[config.mk]
export PLATFORM = sky130hd
export DESIGN_NAME = ub_arbiter
export DESIGN_NICKNAME = d
export VERILOG_FILES = /design/src/rtl/tpu_ub_pkg.sv /design/src/rtl/rr_arbiter.sv /design/src/rtl/ub_arbiter.sv
export SDC_FILE = /design/constraint.sdc
export NUM_CORES = 1
export LEC_CHECK = 0
export CAP_MARGIN = 10
export CORE_AREA = 2 2 640 642
export DETAILED_ROUTE_END_ITERATION = 6
export DIE_AREA = 0 0 642 644
export SETUP_SLACK_MARGIN = 0.1
export SKIP_CTS_REPAIR_TIMING = 1
export SLEW_MARGIN = 25
export SYNTH_ARGS = -nofsm -noshare
export SYNTH_HDL_FRONTEND = slang
export SYNTH_SLANG_ARGS = --single-unit
export TNS_END_PERCENT = 50
[constraint.sdc]
create_clock -name clk -period 2.7 [get_ports clk]
set_clock_uncertainty 0.05 [all_clocks]
set_input_delay 0.405 -clock clk [delete_from_list [all_inputs] [get_ports clk]]
set_output_delay 0.405 -clock clk [all_outputs]
set_load 0.01 [all_outputs]
[src/rtl/tpu_ub_pkg.sv]
// Shared unified-buffer types: UB geometry, arbiter FSM states, requester indices
// and the round-robin index helper.
package tpu_ub_pkg;

    localparam int AW = 9;
    localparam int DW = 256;

    localparam int REQ_HOST = 0;
    localparam int REQ_DMA  = 1;
    localparam int REQ_SYS  = 2;

    typedef enum logic [2:0] {
        IDLE     = 3'd0,
        WR_BURST = 3'd1,
        RD_ISSUE = 3'd2,
        RD_WAIT  = 3'd3,
        DONE     = 3'd4
    } ub_arb_state_e;

    // (base + step) mod n, valid for base < n and step <= n.
    function automatic logic [1:0] rr_next(input logic [1:0] base, input int step, input int n);
        int c;
        c = int'(base) + step;
        if (c >= n) c = c - n;
        return 2'(c);
    endfunction

endpackage

[src/rtl/rr_arbiter.sv]
// Combinational round-robin pick: scans from last+1 upward and returns the first
// requester found as a one-hot vector and an index.
module rr_arbiter #(
    parameter int NREQ = 3
) (
    input  logic [NREQ-1:0] req,
    input  logic [1:0]      last,
    output logic [NREQ-1:0] gnt_oh,
    output logic [1:0]      gnt_idx,
    output logic            any
);
    import tpu_ub_pkg::*;

    always_comb begin
        gnt_oh  = '0;
        gnt_idx = '0;
        any     = 1'b0;
        for (int i = 1; i <= NREQ; i++) begin
            if (!any && req[rr_next(last, i, NREQ)]) begin
                any                             = 1'b1;
                gnt_idx                         = rr_next(last, i, NREQ);
                gnt_oh[rr_next(last, i, NREQ)] = 1'b1;
            end
        end
    end

endmodule

[src/rtl/ub_arbiter.sv]
// Unified-buffer arbiter: grants one requester at a time (round-robin) and runs
// its write or read burst against the single-ported UB, then pulses done/err.
module ub_arbiter #(
    parameter int NREQ       = 3,
    parameter int AW         = 9,
    parameter int DW         = 256,
    parameter int RD_TIMEOUT = 255
) (
    input  logic                         clk,
    input  logic                         rst,
    input  logic [NREQ-1:0]              req,
    input  logic [NREQ-1:0]              req_wr,
    input  logic [NREQ*AW-1:0]           req_addr,
    input  logic [NREQ*AW-1:0]           req_count,
    input  logic [NREQ*DW-1:0]           req_wdata,
    input  logic [NREQ-1:0]              req_wvalid,
    output logic [NREQ-1:0]              gnt,
    output logic [NREQ-1:0]              wready,
    output logic [NREQ-1:0]              rvalid,
    output logic [DW-1:0]                rdata,
    output logic [NREQ-1:0]              done,
    output logic [NREQ-1:0]              err,
    output logic                         ub_wr_en,
    output logic [AW-1:0]                ub_wr_addr,
    output logic [AW-1:0]                ub_wr_count,
    output logic [DW-1:0]                ub_wr_data,
    output logic                         ub_rd_en,
    output logic [AW-1:0]                ub_rd_addr,
    output logic [AW-1:0]                ub_rd_count,
    input  logic                         ub_rd_valid,
    input  logic [DW-1:0]                ub_rd_data,
    output logic                         busy,
    output logic [1:0]                   owner,
    output tpu_ub_pkg::ub_arb_state_e    dbg_state
);
    import tpu_ub_pkg::*;

    localparam int TW = $clog2(RD_TIMEOUT + 1);

    ub_arb_state_e   state, state_nx;
    logic [1:0]      last_owner, owner_q;
    logic [NREQ-1:0] gnt_q;
    logic [AW-1:0]   base_q, count_q;
    logic [AW:0]     beat_q;
    logic [TW-1:0]   tmo_q;
    logic            err_q;
    logic            wr_beat, rd_beat, tmo_hit, last_beat;

    logic [NREQ-1:0] pick_oh;
    logic [1:0]      pick_idx;
    logic            pick_any;
    logic [AW-1:0]   pick_addr, pick_count;

    rr_arbiter #(.NREQ(NREQ)) u_rr (
        .req     (req),
        .last    (last_owner),
        .gnt_oh  (pick_oh),
        .gnt_idx (pick_idx),
        .any     (pick_any)
    );

    assign pick_addr  = req_addr[int'(pick_idx)*AW +: AW];
    assign pick_count = req_count[int'(pick_idx)*AW +: AW];
    assign last_beat  = (beat_q + (AW+1)'(1)) == {1'b0, count_q};
    assign dbg_state  = state;

    always_ff @(posedge clk) begin
        if (rst) begin
            state      <= IDLE;
            last_owner <= 2'(NREQ - 1);
            owner_q    <= 2'(NREQ - 1);
            gnt_q      <= '0;
            base_q     <= '0;
            count_q    <= '0;
            beat_q     <= '0;
            tmo_q      <= '0;
            err_q      <= 1'b0;
        end else begin
            state <= state_nx;
            if (state == IDLE && pick_any) begin
                owner_q <= pick_idx;
                gnt_q   <= pick_oh;
                base_q  <= pick_addr;
                count_q <= pick_count;
                beat_q  <= '0;
                tmo_q   <= '0;
                err_q   <= (pick_count == '0);
            end
            if (wr_beat || rd_beat) beat_q <= beat_q + (AW+1)'(1);
            if (state == RD_WAIT) tmo_q <= rd_beat ? '0 : tmo_q + TW'(1);
            if (tmo_hit) err_q <= 1'b1;
            if (state == DONE) begin
                last_owner <= owner_q;
                gnt_q      <= '0;
            end
        end
    end

    // Handshake: a write beat transfers in any WR_BURST cycle where the owner's
    // req_wvalid is high; wready echoes it in the same cycle, so the requester
    // advances on wvalid && wready. Read beats cannot be stalled: rvalid is a
    // same-cycle echo of ub_rd_valid while in RD_WAIT, and is ignored elsewhere.
    always_comb begin
        state_nx    = state;
        gnt         = '0;
        wready      = '0;
        rvalid      = '0;
        rdata       = '0;
        done        = '0;
        err         = '0;
        ub_wr_en    = 1'b0;
        ub_wr_addr  = '0;
        ub_wr_count = '0;
        ub_wr_data  = '0;
        ub_rd_en    = 1'b0;
        ub_rd_addr  = '0;
        ub_rd_count = '0;
        busy        = 1'b0;
        owner       = 2'(NREQ - 1);
        wr_beat     = 1'b0;
        rd_beat     = 1'b0;
        tmo_hit     = 1'b0;
        if (!rst) begin
            busy        = (state != IDLE);
            owner       = owner_q;
            gnt         = gnt_q;
            ub_wr_count = AW'(1);
            case (state)
                IDLE: begin
                    if (pick_any) begin
                        if (pick_count == '0)       state_nx = DONE;
                        else if (req_wr[pick_idx])  state_nx = WR_BURST;
                        else                        state_nx = RD_ISSUE;
                    end
                end
                WR_BURST: begin
                    if (req_wvalid[owner_q]) begin
                        wr_beat    = 1'b1;
                        ub_wr_en   = 1'b1;
                        ub_wr_addr = base_q + beat_q[AW-1:0];
                        ub_wr_data = req_wdata[int'(owner_q)*DW +: DW];
                        wready     = gnt_q;
                        if (last_beat) state_nx = DONE;
                    end
                end
                RD_ISSUE: begin
                    ub_rd_en    = 1'b1;
                    ub_rd_addr  = base_q;
                    ub_rd_count = count_q;
                    state_nx    = RD_WAIT;
                end
                RD_WAIT: begin
                    if (ub_rd_valid) begin
                        rd_beat = 1'b1;
                        rvalid  = gnt_q;
                        rdata   = ub_rd_data;
                        if (last_beat) state_nx = DONE;
                    end else if (tmo_q == TW'(RD_TIMEOUT - 1)) begin
                        tmo_hit  = 1'b1;
                        state_nx = DONE;
                    end
                end
                DONE: begin
                    done     = gnt_q;
                    err      = err_q ? gnt_q : '0;
                    state_nx = IDLE;
                end
                default: state_nx = IDLE;
            endcase
        end
    end

endmodule

# [Yosys cells after proc, flatten, opt, wreduce, memory -nomap -nowiden]
# Cells that the tools add are included.
[word_totals] reg_bits=47 inputBits=1090 out_inout_bits=571 wordCells=150
[op_classes] n_addsub=9 n_mul=1 magnitude_cmp=14 n_eq_ne=9 shifts=3 n_mux=86 bitwise_logic=2 n_reduce_logical=17
[op_table] operator="$mux W256" count=6
[op_table] operator="$shiftx A768 B11 Y256" count=1
[op_table] operator="$mux W3" count=21
[op_table] operator="$mux W9" count=7
[op_table] operator="$shiftx A27 B32 Y9" count=1
[op_table] operator="$mux W1" count=27
[op_table] operator="$shiftx A27 B7 Y9" count=1
[op_table] operator="$lt A2 B3 Y1 const B" count=8
[op_table] operator="$mux W8" count=3
[op_table] operator="$mux W2" count=11
[op_table] operator="$mux W10" count=2
[op_table] operator="$pmux W3 S4" count=1
[op_table] operator="$add A10 B1 Y10 const B" count=1
[op_table] operator="$bmux W1 S2" count=5
[op_table] operator="$eq A10 B9 Y1" count=1
[op_table] operator="$add A9 B9 Y9" count=1
[op_table] operator="$ge A3 B2 Y1 const B" count=3
[op_table] operator="$logic_not A9 Y1" count=1
[op_table] operator="$add A8 B1 Y8 const B" count=1
[op_table] operator="$eq A8 B8 Y1 const B" count=1
[op_table] operator="$add A2 B2 Y3 const B" count=2
[op_table] operator="$demux W1 S2" count=3
[op_table] operator="$eq A3 B2 Y1 const B" count=2
[op_table] operator="$ge A2 B1 Y1 const B" count=3
[op_table] operator="17 further kinds" count=28

# [Longest topological paths before layout]
# Gate-level depths: netlist of run 1.
[depth] ltp_word=18 depth_mapped=13

# [Hierarchy]
# A second synthesis of run 1 with hierarchy kept.
[unflattened] hier_cells=1914 hier_area_um2=11696.2
[by_module_without_submodules] module="ub_arbiter" n_inst=1 cells_per_inst=1874 area_per_inst_um2=11370.9 seq_area_each_um2=940.9
[by_module_without_submodules] module="rr_arbiter" n_inst=1 cells_per_inst=40 area_per_inst_um2=325.3 seq_area_each_um2=0.0

# [Worst setup path before layout of run 1]
# No wires, ideal clock.
[synth_timing] kind="register to register" startpoint="reg last_owner[0]" endpoint="reg err_q" setup_ns=0.122 arrival_time_ns=2.617 required_ns=2.528 setup_slack_ns=-0.089 stages_incl_launch_ff=12 path_buffers=3 synth_period_minus_slack_ns=2.789 cell_sequence="dfxtp_1 -> inv_1 -> ha_1 -> buf_4 -> nor3b_1 -> buf_2 -> a21oi_1 -> buf_4 -> o211a_1 -> o2111ai_2 -> nor4_2 -> a311o_1"
[synth_via] elab_chain_len=17
[synth_rtl] element="from (decl)" line="ub_arbiter.sv:41" source="logic [1:0] last_owner, owner_q;"
[synth_rtl] element="from (signal assigned)" line="ub_arbiter.sv:70" source="last_owner <= 2'(NREQ - 1);"
[synth_rtl] element="from (signal assigned)" line="ub_arbiter.sv:93" source="last_owner <= owner_q;"
[synth_rtl] element="$add A2 B1 Y3" line="tpu_ub_pkg.sv:23" source="c = int'(base) + step;"
[synth_rtl] element="$ge A3 B2 Y1 / $sub A2 B1 Y2 (equally long branches)" line="tpu_ub_pkg.sv:24" source="if (c >= n) c = c - n;"
[synth_rtl] element="$mux W2" line="tpu_ub_pkg.sv:24"
[synth_rtl] element="$bmux W1 S2" line="rr_arbiter.sv:19" source="if (!any && req[rr_next(last, i, NREQ)]) begin"
[synth_rtl] element="$mux W1 (not written as such)" line="rr_arbiter.sv:19"
[synth_rtl] element="$mux W1" line="rr_arbiter.sv:19"
[synth_rtl] element="$logic_not A1 Y1" line="rr_arbiter.sv:19"
[synth_rtl] element="$logic_and A1 B1 Y1" line="rr_arbiter.sv:19"
[synth_rtl] element="$mux W1" line="rr_arbiter.sv:19"
[synth_rtl] element="$logic_not A1 Y1" line="rr_arbiter.sv:19"
[synth_rtl] element="$logic_and A1 B1 Y1" line="rr_arbiter.sv:19"
[synth_rtl] element="$mux W2" line="rr_arbiter.sv:19"
[synth_rtl] element="$mul A2 B4 Y6" line="ub_arbiter.sv:63" source="assign pick_count = req_count[int'(pick_idx)*AW +: AW];"
[synth_rtl] element="$shiftx A27 B7 Y9" line="ub_arbiter.sv:63"
[synth_rtl] element="$logic_not A9 Y1" line="ub_arbiter.sv:87" source="err_q <= (pick_count == '0);"
[synth_rtl] element="$mux W1" line="ub_arbiter.sv:80" source="if (state == IDLE && pick_any) begin"
[synth_rtl] element="$mux W1" line="ub_arbiter.sv:91" source="if (tmo_hit) err_q <= 1'b1;"
[synth_rtl] element="to (signal assigned)" line="ub_arbiter.sv:87"
[synth_rtl] element="to (decl)" line="ub_arbiter.sv:46" source="logic err_q;"
# Parallel ways exist; a longest one is shown, timed or not. The select of a mux whose other input is x is not followed.
# A chain may end at the register's enable or synchronous reset.

# [Final worst setup path of run 1]
[layout_timing] startpoint="reg owner_q[0]" endpoint="out ub_wr_data[173]"
[layout_via] elab_chain_len=5
[layout_rtl] element="from (decl)" line="ub_arbiter.sv:41"
[layout_rtl] element="from (signal assigned)" line="ub_arbiter.sv:71" source="owner_q <= 2'(NREQ - 1);"
[layout_rtl] element="from (signal assigned)" line="ub_arbiter.sv:81" source="owner_q <= pick_idx;"
[layout_rtl] element="parallel branches: the longest is 2 deep, another holds $shiftx A768 B11 Y256"
[layout_rtl] element="$mux W256 *" line="ub_arbiter.sv:137" source="if (req_wvalid[owner_q]) begin"
[layout_rtl] element="$mux W256 *" line="ub_arbiter.sv:128" source="case (state)"
[layout_rtl] element="$mux W256 *" line="ub_arbiter.sv:123" source="if (!rst) begin"
[layout_rtl] element="to (decl)" line="ub_arbiter.sv:26" source="output logic [DW-1:0] ub_wr_data,"
# Every way passes the cells marked *. The select of a mux whose other input is x is not followed.

==> Flow_metrics.wiki, run 1 <==
{| class="wikitable"
! Metric !! Value
|-
| Count of flip-flops with a built-in enable after synthesis || 0
|-
| Post-route cell area || about 0.044 mm²
|-
| Total number of vias || between 20000 and 30000
|-
| Iteration count of the initial detailed-routing pass || 5
|-
| Most used flip-flop cell after synthesis || sky130_fd_sc_hd__dfxtp_1
|-
| Worst Setup Slack post-DPL || -0.690 ns
|-
| Max Clk Rate || between 300 and 400 MHz
|-
| Logic depth of the worst register-to-register path || 12
|-
| Number of antenna violations at the first check in global routing || 646
|-
| Area fraction of the dominant cell type after synthesis || 23.5%
|-
| DRT antenna net count || 0
|-
| DRC || 0
|-
| Worst Setup Slack, final || -0.316 ns
|-
| Die Area || 0.413 mm²
|-
| R2R Setup Slk || -0.22 ns
|-
| Most frequent cell after synthesis || sky130_fd_sc_hd__nor2_1
|-
| Register area share after synthesis || between 7 and 8%
|-
| Maximum number of pins on one net before global-route repair || 60
|-
| Max Slew Vio Count || 0
|-
| Number of clock buffers inserted by TritonCTS || 5
|-
| Average cell area after synthesis || 6.06 µm²
|-
| Number of H-tree levels || 2
|-
| Status || finished, violations left
|-
| Weighted congestion at the end of routability-driven global placement || a little under 1
|-
| Gate Count Post-Synth || 1943
|-
| Layout cells sized above 1 || 30.7%
|-
| Global-route wire length before repair || 467000 µm
|-
| Area Growth Syn to Fin || 277%
|-
| Commonest cells in the synthesized netlist || 589 x sky130_fd_sc_hd__nor2_1, 304 x sky130_fd_sc_hd__a21oi_1, 276 x sky130_fd_sc_hd__mux2i_1
|-
| Least-Margin Pin Slew || 0.739 ns
|-
| Core footprint || between 0.4 and 0.5 mm²
|-
| Netlist cell types || 68
|-
| Final-report hold violation count || 0
|-
| Capture instance of the worst register-to-register path || count_q[1]
|-
| Root cell of the clock tree || sky130_fd_sc_hd__clkbuf_16
|-
| Warning count from the yosys run || 0
|-
| Largest area contributor in the synthesized netlist || sky130_fd_sc_hd__mux2i_1
|-
| Worst Path Max Fanout || 24
|-
| Shortest period the worst path allows || a little over 3 ns
|-
| Cell types with the largest area share after synthesis || sky130_fd_sc_hd__mux2i_1 23%, sky130_fd_sc_hd__nor2_1 19%, sky130_fd_sc_hd__and2_1 14%
|-
| Worst IR drop on VDD || around 0.25 mV
|-
| Deepest clock path buffer count || 2
|-
| Floorplan row count || 235
|-
| Number of max-capacitance violations reported || 0
|-
| Worst setup path startpoint || owner_q[0]
|-
| Vert. Die Dim || between 600 and 700 µm
|-
| Path category of the worst min-delay check || reg -> reg
|-
| Leakage || roughly 17 nW
|-
| Count of state elements after synthesis || 47
|-
| Vias in the first global route || 23100
|-
| Post-route clock period utilization || 112%
|-
| Total power per unit cell area || around 470 mW/mm²
|-
| Mux share of post-synthesis cell area || between 20% and 30%
|-
| Endpoint of the worst setup timing path || ub_wr_data[173]
|-
| RSZ-0062 raised after global routing || true
|-
| Post-Synth XOR/XNOR Area || ~1.6%
|-
| Worst path required time || around 2.3 ns
|-
| Worst Path Arrival || 2.56 ns
|-
| Violations in the final reports || negative setup slack
|-
| Post-CTS clock slew at the launch and capture registers of the worst setup and hold paths || around 0.080 ns
|-
| Starting DRC count in detailed routing || roughly 2300
|-
| Synthesized-area fraction occupied by ao, oa, aoi and oai cells || 18.7%
|-
| IO Pins || around 1700
|-
| CTS tree || yes
|-
| Port-buffer cells || approximately 1700
|-
| Combinational family with the most area after synthesis || simple AND/OR/NAND/NOR gates
|-
| Total wire length || between 400000 and 500000 µm
|-
| Aggregate global-route resource usage || around a fifth
|-
| Start of the worst register-to-register path || last_owner[0]
|-
| Share of the core filled with cells || a little over a tenth
|-
| Final count of negative-setup-slack endpoints || just over 400
|-
| Post-synthesis adder-cell area fraction || under 10%
|-
| Setup TNS || -52.71 ns
|-
| Filler instances || 47200
|-
| Number of nets at the end of the flow || 5072
|-
| Clock latency on the worst-skew pair || 0.31 ns
|-
| Area of placed instances || 0.0413 mm²
|-
| Width of the die || between 600 and 700 µm
|-
| Startpoint types || flop
|-
| Total clock sinks || 47
|-
| Setup CP Type || reg -> out
|-
| Proportion of register bits with asynchronous set or reset after synthesis || 0%
|-
| Routed vias/inst || around 2.8
|-
| Routed wire length per instance || about 45 µm
|-
| Detailed placement HPWL || 400000 µm
|-
| Kind of end point of the critical path || output pin
|-
| Worst max-slew margin expressed relative to the limit || about half
|-
| Remaining global-route overflow || 0
|-
| Fraction of the mapped netlist area in simple logic gates || between 30% and 40%
|-
| Starting density of the core || 2.89%
|-
| Cell area after synthesis || between 0.01 and 0.015 mm²
|}
-- logic make-up (layout without fill, tap and decap cells) --
| family | after synthesis | in the layout |
|---|---|---|
| simple gates | 983 | 983 |
| buf+inv | 201 | 2216 |
| mux | 279 | 279 |
| other cells | 1 | 129 |
| compound gates | 393 | 393 |
| xor+xnor | 21 | 21 |
| fa+ha+maj | 18 | 18 |
| flops | 47 | 47 |
-- area by class of cell --
class | instances | area [µm²] | area share, %
antenna | 121 | 303 | 0.681
multi-input combinational | 1702 | 11200 | 25.1
tap | 5451 | 6820 | 15.3
sequential | 47 | 956 | 2.15
timing repair buffer | 2186 | 25000 | 56.1
inverter | 22 | 85.1 | 0.191
clock inverter | 2 | 15.0 | 0.0338
clock buffer | 6 | 139 | 0.312
-- critical path, cell delays in order, from the launching register on --
cell and delay, ns:
sky130_fd_sc_hd__dfxtp_4 0.36, sky130_fd_sc_hd__buf_6 0.13, sky130_fd_sc_hd__buf_12 0.12, sky130_fd_sc_hd__mux2i_2 0.15
sky130_fd_sc_hd__o21ai_2 0.19, sky130_fd_sc_hd__nand4_1 0.18, sky130_fd_sc_hd__buf_12 0.21, sky130_fd_sc_hd__buf_16 0.18
sky130_fd_sc_hd__buf_12 0.21, sky130_fd_sc_hd__nor2_1 0.23, sky130_fd_sc_hd__buf_12 0.16
-- layout by cell type, fill, tap and decap left out, types with 22 or more instances in the layout --
cell,instances
sky130_fd_sc_hd__clkdlybuf4s50_1,1137
sky130_fd_sc_hd__nand2_1,35
sky130_fd_sc_hd__buf_6,58
sky130_fd_sc_hd__buf_4,497
sky130_fd_sc_hd__nor2_4,77
sky130_fd_sc_hd__dlymetal6s2s_1,69
sky130_fd_sc_hd__nor2_1,455
sky130_fd_sc_hd__a21oi_1,275
sky130_fd_sc_hd__diode_2,121
sky130_fd_sc_hd__buf_12,363
sky130_fd_sc_hd__mux2i_1,267
sky130_fd_sc_hd__and3_1,22
sky130_fd_sc_hd__nor2_2,57
sky130_fd_sc_hd__and2_1,261
sky130_fd_sc_hd__clkbuf_16,26
sky130_fd_sc_hd__dfxtp_1,39
-- power breakdown --
group / switching, mW / internal (mW)
Combinational: 10.7 / 8.62
Sequential: 0.145 / 0.842
Clock: 0.358 / 0.374
-- flip-flops by register name (all words and copies together) (netlist names) --
register / flops
tmo_q: 8
err_q: 1
base_q: 9
count_q: 9
gnt_q: 3
owner_q: 2
last_owner: 2
beat_q: 10
dbg_state: 3
-- how the worst min path moves through the flow --
stage,startpoint,end,slack (ns),depth (start not counted)
6_report,tmo_q[5],tmo_q[5],0.44,1
5_1_grt,tmo_q[5],tmo_q[5],0.49,1
4_1_cts,tmo_q[5],tmo_q[5],0.44,1
3_5_place_dp,tmo_q[5],tmo_q[5],0.42,1
3_3_place_gp,tmo_q[7],tmo_q[7],0.42,1
2_1_floorplan,tmo_q[5],tmo_q[5],0.40,1
-- per-layer routing --
layer / part of all wire [%] / GRT usage [%] / vias up / wire (µm)
met2: 53 / 37.7 / 2370 / 226000
li1: - / - / 10700 / -
met4: 4.5 / 5.58 / 280 / 19200
met1: 28 / 15.7 / 11900 / 118000
met3: 14 / 12.2 / 1224 / 59200
met5: 0.44 / 0 / - / 1860
-- through the flow --
| stage | total power, mW | std cells | hold slack, ns |
|---|---|---|---|
| global route | 22.0 | 9475 | 0.490 |
| finish | 21.1 | 9537 | 0.439 |
| detailed placement | 18.6 | 9319 | 0.421 |
| global placement | 18.7 | 9319 | 0.417 |
| CTS | 19.4 | 9327 | 0.437 |
| floorplan | 6.00 | 1950 | 0.398 |
No activity file was read; power rests on OpenSTA's default activity.
==> run 2, diff against run 1 <==
--- a/config.mk
+++ b/config.mk
@@ -5,7 +5,6 @@
 export SDC_FILE = /design/constraint.sdc
 export NUM_CORES = 1
 export LEC_CHECK = 0
-export CAP_MARGIN = 10
 export CORE_AREA = 2 2 640 642
 export DETAILED_ROUTE_END_ITERATION = 6
 export DIE_AREA = 0 0 642 644
==> results of run 2 <==
No change in the layout: final DEF, timing and power equal those of run 1.
